### src/rtl/tt_um_jleugeri_ttt_event_queue.sv
// Event queue behind the token-processor core.
// Timestamps start/stop events and buffers them for the readback side.
module tt_um_jleugeri_ttt_event_queue #(
    parameter int NUM_PROCESSORS = 10,
    parameter int DEPTH          = 8,
    parameter int TIMESTAMP_BITS = 8,
    parameter int DROP_BITS      = 4,
    localparam int PID_BITS  = $clog2(NUM_PROCESSORS),
    localparam int FILL_BITS = $clog2(DEPTH + 1),
    localparam int PTR_BITS  = $clog2(DEPTH)
) (
    input  logic                      clock_fast,
    input  logic                      reset,
    input  logic                      tick,
    input  logic                      event_valid,
    input  logic [PID_BITS-1:0]       processor_id_in,
    input  logic [1:0]                token_startstop_in,
    output logic                      out_valid,
    input  logic                      out_ready,
    output logic [PID_BITS-1:0]       processor_id_out,
    output logic [1:0]                token_startstop,
    output logic [TIMESTAMP_BITS-1:0] timestamp_out,
    output logic [FILL_BITS-1:0]      fill_level,
    output logic                      overflow,
    output logic [DROP_BITS-1:0]      dropped_count,
    input  logic                      clear_overflow
);

    logic [PID_BITS-1:0]       pid_mem  [DEPTH];
    logic [1:0]                code_mem [DEPTH];
    logic [TIMESTAMP_BITS-1:0] ts_mem   [DEPTH];

    logic [PTR_BITS-1:0]       wr_ptr;
    logic [PTR_BITS-1:0]       rd_ptr;
    logic [TIMESTAMP_BITS-1:0] step_cnt;

    logic push_req;
    logic full;
    logic pop;
    logic push_ok;
    logic drop;
    logic drop_sat;

    assign push_req = event_valid && (token_startstop_in != 2'b00);
    assign full     = (fill_level == FILL_BITS'(DEPTH));
    assign out_valid = (fill_level != '0);
    assign pop      = out_valid && out_ready;
    // a pop in the same cycle frees the slot the push needs
    assign push_ok  = push_req && (!full || pop);
    assign drop     = push_req && full && !pop;
    assign drop_sat = (dropped_count == {DROP_BITS{1'b1}});

    // show-ahead head; zeroed while empty so stale slots never leak out
    assign processor_id_out = out_valid ? pid_mem[rd_ptr]  : '0;
    assign token_startstop  = out_valid ? code_mem[rd_ptr] : '0;
    assign timestamp_out    = out_valid ? ts_mem[rd_ptr]   : '0;

    // storage write; timestamp is the count before this cycle's tick
    always_ff @(posedge clock_fast) begin
        if (push_ok) begin
            pid_mem[wr_ptr]  <= processor_id_in;
            code_mem[wr_ptr] <= token_startstop_in;
            ts_mem[wr_ptr]   <= step_cnt;
        end
    end

    // slow-step counter, wraps naturally
    always_ff @(posedge clock_fast or posedge reset) begin
        if (reset) begin
            step_cnt <= '0;
        end else if (tick) begin
            step_cnt <= step_cnt + TIMESTAMP_BITS'(1);
        end
    end

    // pointers and occupancy
    always_ff @(posedge clock_fast or posedge reset) begin
        if (reset) begin
            wr_ptr     <= '0;
            rd_ptr     <= '0;
            fill_level <= '0;
        end else begin
            if (push_ok) begin
                wr_ptr <= wr_ptr + PTR_BITS'(1);
            end
            if (pop) begin
                rd_ptr <= rd_ptr + PTR_BITS'(1);
            end
            if (push_ok && !pop) begin
                fill_level <= fill_level + FILL_BITS'(1);
            end else if (pop && !push_ok) begin
                fill_level <= fill_level - FILL_BITS'(1);
            end
        end
    end

    // sticky overflow and saturating drop count; a same-cycle drop wins over clear
    always_ff @(posedge clock_fast or posedge reset) begin
        if (reset) begin
            overflow      <= 1'b0;
            dropped_count <= '0;
        end else if (clear_overflow) begin
            overflow      <= drop;
            dropped_count <= drop ? DROP_BITS'(1) : '0;
        end else if (drop) begin
            overflow <= 1'b1;
            if (!drop_sat) begin
                dropped_count <= dropped_count + DROP_BITS'(1);
            end
        end
    end

endmodule

### config.mk
export PLATFORM = sky130hd
export DESIGN_NAME = tt_um_jleugeri_ttt_event_queue
export DESIGN_NICKNAME = d
export VERILOG_FILES = /design/src/rtl/tt_um_jleugeri_ttt_event_queue.sv
export SDC_FILE = /design/constraint.sdc
export NUM_CORES = 1
export LEC_CHECK = 0
export CAP_MARGIN = 15
export CORE_AREA = 4 4 76 131
export DETAILED_ROUTE_END_ITERATION = 8
export DIE_AREA = 0 0 80 135
export GPL_ROUTABILITY_DRIVEN = 1
export PLACE_DENSITY = 0.86
export SYNTH_ARGS = -nofsm -noshare
export SYNTH_HDL_FRONTEND = slang
export SYNTH_SLANG_ARGS = --single-unit
export TNS_END_PERCENT = 100
### constraint.sdc
create_clock -name clock_fast -period 6.2 [get_ports clock_fast]
set_input_delay 1.86 -clock clock_fast [delete_from_list [all_inputs] [get_ports clock_fast]]
set_output_delay 1.86 -clock clock_fast [all_outputs]
set_load 0.01 [all_outputs]
==> flow_summary.json, run 1 <==
{
  "multi_input_area_sq_um": 1471,
  "reg2reg_to": "fill_level[3]$_DFFE_PP0P_",
  "yosysUniqueCellTypes": 43,
  "grt_pass1_wl_microns": 17340,
  "worst-r2r-setup-slack_ns": 3.11,
  "finalCritPeriodShare_pct": 75.36,
  "die_y_microns": 135,
  "status": "finished, final reports clean",
  "drt_pass1_iterations": 4,
  "port_buffers": 35,
  "design_area_sq_um": 6638,
  "htreeDepth": 4,
  "arrival_ns": 2.81,
  "clockRootBuffer": "clkbuf_16",
  "drt-total-wl_microns": 10570,
  "cts_resized": 0,
  "initial_core_util_pct": 60.88,
  "p_per_area_nw_per_um2": 513.0,
  "finish.net_count": 356,
  "min_to": "rd_ptr[2]$_DFFE_PP0P_",
  "ff_latch_area_sq_um": 3940,
  "maxSlewViolCount": 0,
  "drive_above_1_share_pct": 23.21,
  "crit_type": "reg -> out",
  "ios": 36,
  "power_leakage_nw": 2.288,
  "viasPerCell": 6.113,
  "routedWlPerCell_microns": 22.55,
  "cp-end-kind": "primary output",
  "synth_top_area_share_pct": 61.52,
  "fmax_ghz": 0.2140,
  "diodes": 0,
  "drv_cap": 0,
  "synth_nets": 306,
  "layout_commonest_cell": "edfxtp_1",
  "grtUsageTotal_pct": 22.54,
  "required_ns": 4.34,
  "tightest_slew_ns": 0.9982,
  "max_slew_margin_pct": 33.46,
  "gp_congestion": 0.7601,
  "r2r-start": "fill_level[0]$_DFFE_PP0P_",
  "hold_slack_ns": 0.5238,
  "hold_path.class": "reg -> reg",
  "cts_hold_buf": 0,
  "path_clk_slew_ns": 0.05,
  "vdd_drop_max_v": 0.0003290,
  "area_growth_pct": 21.42,
  "die_w_microns": 80,
  "cts.sink_count": 135,
  "cts_tree": "yes",
  "hold_violations": 0,
  "dp_hpwl_microns": 6260,
  "clock_skew_ns": 0.007733,
  "synthArstFlopShare_pct": 17.04,
  "fill_cells": 524,
  "finish.utilization_pct": 73.93,
  "numCtsBuffers": 17,
  "rsz0062_at_grt": "no",
  "drtIter0Drc": 217,
  "post-route-min-period_ns": 4.672,
  "final_antenna_net_count": 0,
  "syn_area_sq_um": 5466,
  "setup_viol": 0,
  "syn_avg_cell_area_sq_um": 19.11,
  "dpl-instance-area_sq_um": 6002,
  "worstSkewPairLatency_ns": 0.42,
  "synth_ff_type": "edfxtp_1",
  "num_vias": 2867,
  "synthTopCellsByArea": "edfxtp_1, mux4_2, dfrtp_1",
  "clockBufferDepth": 2,
  "p_total_mw": 3.405,
  "ys_seq_elements": 135,
  "grt_antenna_before_repair": 0,
  "tns_ns": 0,
  "worstHoldStart": "rd_ptr[2]$_DFFE_PP0P_",
  "reg2regPathDepth": 9,
  "startpoint_type": "flop",
  "whs_path_depth": 1,
  "core_region_area_sq_um": 8979,
  "synth-seq-area-share_pct": 72.05,
  "synthCells": 286,
  "grt_max_degree": 31,
  "synth-edff-count": 112,
  "yosys_warnings": 0,
  "drc_errors": 0,
  "final_cell_mix": "edfxtp_1, clkdlybuf4s50_1, mux4_2",
  "grt_pass1_vias": 3194,
  "cts_setup_buffers": 0,
  "overflow": 0,
  "rows": 46,
  "synth.largest_area_cell": "edfxtp_1",
  "crit_fanout": 30,
  "dieArea_sq_um": 10800
}
[logic make-up after synthesis]
logic type	count (synthesis)	share of synthesized area [%]
fa+ha+maj	8	1.968
compound gates	29	4.097
xor+xnor	13	2.083
simple gates	46	4.944
mux	36	13.11
flops	135	72.05
buf+inv	19	1.740
[layout make-up]
| cell class | instances | share of cell area, % |
|---|---|---|
| clock buffers | 25 | 7.465 |
| flip-flops and latches | 135 | 59.36 |
| well taps | 120 | 2.262 |
| inverters | 6 | 0.3393 |
| repair buffers | 44 | 6.296 |
| clock inverters | 7 | 2.111 |
| multi-input cells | 132 | 22.17 |
[flip-flops by register name, summed over array words and instances (netlist names)]
| register | cells |
|---|---|
| code_mem | 16 |
| wr_ptr | 3 |
| dropped_count | 4 |
| step_cnt | 8 |
| pid_mem | 32 |
| fill_level | 4 |
| ts_mem | 64 |
| overflow | 1 |
| rd_ptr | 3 |
[synth_stat cells (4+ instances only)]
master / count
edfxtp_1: 112
mux4_2: 28
dfrtp_1: 23
a22o_1: 14
xnor2_1: 9
ha_1: 7
nand2_1: 7
inv_1: 6
mux2_2: 5
nand2b_1: 5
or3_1: 5
buf_2: 4
clkbuf_1: 4
nor2_1: 4
nor4_1: 4
xor2_1: 4
[worst max-delay path by stage]
stage | startpoint | end | slack [ns] | cells after the start
after floorplan | out_ready | code_mem[2][0]$_DFFE_PP_ | 1.87 | 4
after global placement | out_ready | fill_level[3]$_DFFE_PP0P_ | 1.72 | 10
after detailed placement | out_ready | fill_level[3]$_DFFE_PP0P_ | 1.54 | 10
after CTS | rd_ptr[0]$_DFFE_PP0P_ | timestamp_out[2] | 1.45 | 3
after global routing | rd_ptr[0]$_DFFE_PP0P_ | timestamp_out[2] | 1.32 | 3
final | rd_ptr[0]$_DFFE_PP0P_ | timestamp_out[2] | 1.53 | 3
[critical path, stage by stage, from the launching register on]
cell	delay (ns)
dfrtp_2	1.01
mux4_2	0.62
a22o_1	0.27
clkdlybuf4s50_1	0.48
[layer usage]
metal / GRT usage [%] / vias up / wire (microns)
li1: - / 1264 / -
met1: 27.85 / 1479 / 4059
met2: 37.08 / 108 / 5732
met3: 6.409 / 16 / 564
met4: 9.586 / 0 / 218
met5: 0 / - / 0
[per-stage QoR]
step           cells  setup slack (ns)
2_1_floorplan    286             1.869
3_3_place_gp     437             1.719
3_5_place_dp     437             1.544
4_1_cts          469             1.445
5_1_grt          469             1.322
6_report         469             1.528
[where the power goes]
group	internal (mW)	total (mW)	switching [mW]
registers	1.19	1.42	0.228
logic	0.540	0.925	0.385
clock network	0.715	1.06	0.349
total	2.44	3.41	0.962
(Power assumes the default switching activity.)
==> inputs of run 2 (changes only) <==
- CORE_AREA: 4 4 76 131 -> 4 4 82 142
- DIE_AREA: 0 0 80 135 -> 0 0 86 146
- PLACE_DENSITY: 0.86 -> 0.78
- clock period: 6.2 -> 3.75 ns (I/O delays scaled with it)
==> run 2 against run 1 <==
  * Core utilization shrank 11 points
  * Sequential power grew 57%
  * Power grew 66%
  * First-iteration DRC count grew 4.6%
==> flow_summary.json, run 2 (synthesized netlist as in run 1, its figures left out) <==
{
  "cts_tree": "yes",
  "max_slew_margin_pct": 38.58,
  "diodes": 0,
  "gp_congestion": 0.7801,
  "drtIter0Drc": 227,
  "final_antenna_net_count": 0,
  "die_w_microns": 86,
  "status": "finished, final reports clean",
  "largest_reg_flops": 64,
  "cts_hold_buf": 0,
  "num_vias": 2835,
  "top_register": "ts_mem",
  "setup_viol": 0,
  "grt_use_met1_pct": 22.71,
  "area_growth_pct": 22.61,
  "rsz0062_at_grt": "no",
  "fmax_ghz": 0.2738,
  "pre_cts_slack_ns": 0.07146,
  "finalWorstSetupSlack_ns": 0.09716,
  "clockBufferDepth": 2,
  "crit_fanout": 14,
  "crit_type": "reg -> out",
  "routedWlPerCell_microns": 21.17,
  "drt_pass1_iterations": 6,
  "final_cell_mix": "edfxtp_1, clkdlybuf4s50_1, mux4_2",
  "grt_pass1_vias": 3061,
  "drive_above_1_share_pct": 24.86,
  "grtUsageTotal_pct": 18.44,
  "tns_ns": 0,
  "finish.net_count": 363,
  "clock_skew_ns": 0.005756,
  "required_ns": 2.62,
  "maxSlewViolCount": 0,
  "dp_hpwl_microns": 6122,
  "tightest_slew_ns": 0.9204,
  "cts.sink_count": 135,
  "port_buffers": 35,
  "cp-end-kind": "primary output",
  "vdd_drop_max_v": 0.0004782,
  "clockRootBuffer": "clkbuf_16",
  "drc_errors": 0,
  "power_leakage_nw": 2.344,
  "reg_top3": "ts_mem (64), pid_mem (32), code_mem (16)",
  "core_region_area_sq_um": 10570,
  "drv_cap": 0,
  "htreeDepth": 4,
  "grt.busiest_layer": "met2",
  "post-route-min-period_ns": 3.653,
  "numCtsBuffers": 17,
  "grt_max_degree": 29,
  "dieArea_sq_um": 12560,
  "layout_commonest_cell": "edfxtp_1",
  "grt_antenna_before_repair": 0,
  "viasPerCell": 5.857,
  "p_per_area_nw_per_um2": 840.9,
  "finalCritPeriodShare_pct": 97.41,
  "hold_path.class": "reg -> reg",
  "hold_violations": 0,
  "overflow": 0,
  "grt.met3_usage_pct": 5.042,
  "arrival_ns": 2.53,
  "die_y_microns": 146,
  "rows": 50,
  "grt_pass1_wl_microns": 16920,
  "cts_setup_buffers": 0,
  "drt-total-wl_microns": 10250,
  "use_met2_pct": 30.22,
  "cts_resized": 1,
  "worstSkewPairLatency_ns": 0.41,
  "ios": 36,
  "initial_core_util_pct": 51.70,
  "startpoint_type": "flop",
  "path_clk_slew_ns": 0.05
}
[run 2: cell count changes in the layout (fill, tap and decap cells not counted), moves of 2 or more]
cell and change:
buf_4 +6, clkbuf_1 -3, clkbuf_8 -4, clkdlybuf4s50_1 -2
clkinv_1 +3, clkinv_2 +2, dlymetal6s2s_1 +2
[run 2: final timing paths]
kind                                        endpoint  cells after the start                      start  slack [ns]
min                            rd_ptr[2]$_DFFE_PP0P_                      1      rd_ptr[2]$_DFFE_PP0P_        0.52
max                                 timestamp_out[0]                      5  fill_level[0]$_DFFE_PP0P_         0.1
max in group asynchronous      rd_ptr[0]$_DFFE_PP0P_                      2                      reset        1.90
max reg2reg                fill_level[3]$_DFFE_PP0P_                      8  fill_level[0]$_DFFE_PP0P_        0.96
min reg2reg                    rd_ptr[2]$_DFFE_PP0P_                      1      rd_ptr[2]$_DFFE_PP0P_        0.52
min in group asynchronous    step_cnt[4]$_DFFE_PP0P_                      2                      reset        1.22
[run 2: per-stage QoR]
step	cells	cell area [sq um]	hold WS, ns	power (mW)	utilization [%]
2_1_floorplan	286	5466	0.4839	3.259	-
4_1_cts	484	6696	0.5214	5.698	63.34
5_1_grt	484	6703	0.5595	5.927	63.40
6_report	484	6703	0.5195	5.637	63.40
3_5_place_dp	454	6080	0.5194	3.961	57.50
3_3_place_gp	454	6080	0.5091	3.912	57.50
[run 2: metal layers]
layer	routed length (microns)	up-vias
met3	498	23
met4	244	0
li1	-	1272
met2	5458	85
met5	0	-
met1	4044	1455
[run 2: where the power goes]
group / switching (mW) / internal [mW] / total [mW] / leakage [nW]
combinational: 0.758 / 0.936 / 1.69 / 0.740
clock: 0.558 / 1.16 / 1.72 / 0.298
sequential: 0.258 / 1.97 / 2.23 / 1.31
[run 2: cell type report]
cell class,count,area (sq um)
clock buffers,18,429.2
clock inverters,12,183.9
fillers,701,3870
inverters,6,22.52
multi-input cells,132,1475
flip-flops and latches,135,3941
well taps,130,162.7
repair buffers,51,488.0
[run 2: worst max-delay path, cell delays in order, from the launching register on]
cell and delay, ns:
dfrtp_2 0.45, or4_4 0.58, nor2b_2 0.17, buf_4 0.20, a22o_1 0.23, clkdlybuf4s50_1 0.48
==> inputs of run 3 (changes only) <==
- HOLD_SLACK_MARGIN: not set -> 0.05
- SKIP_CTS_REPAIR_TIMING: not set -> 1
==> results of run 3 <==
The final DEF is identical to that of run 2; final timing and power are the same.
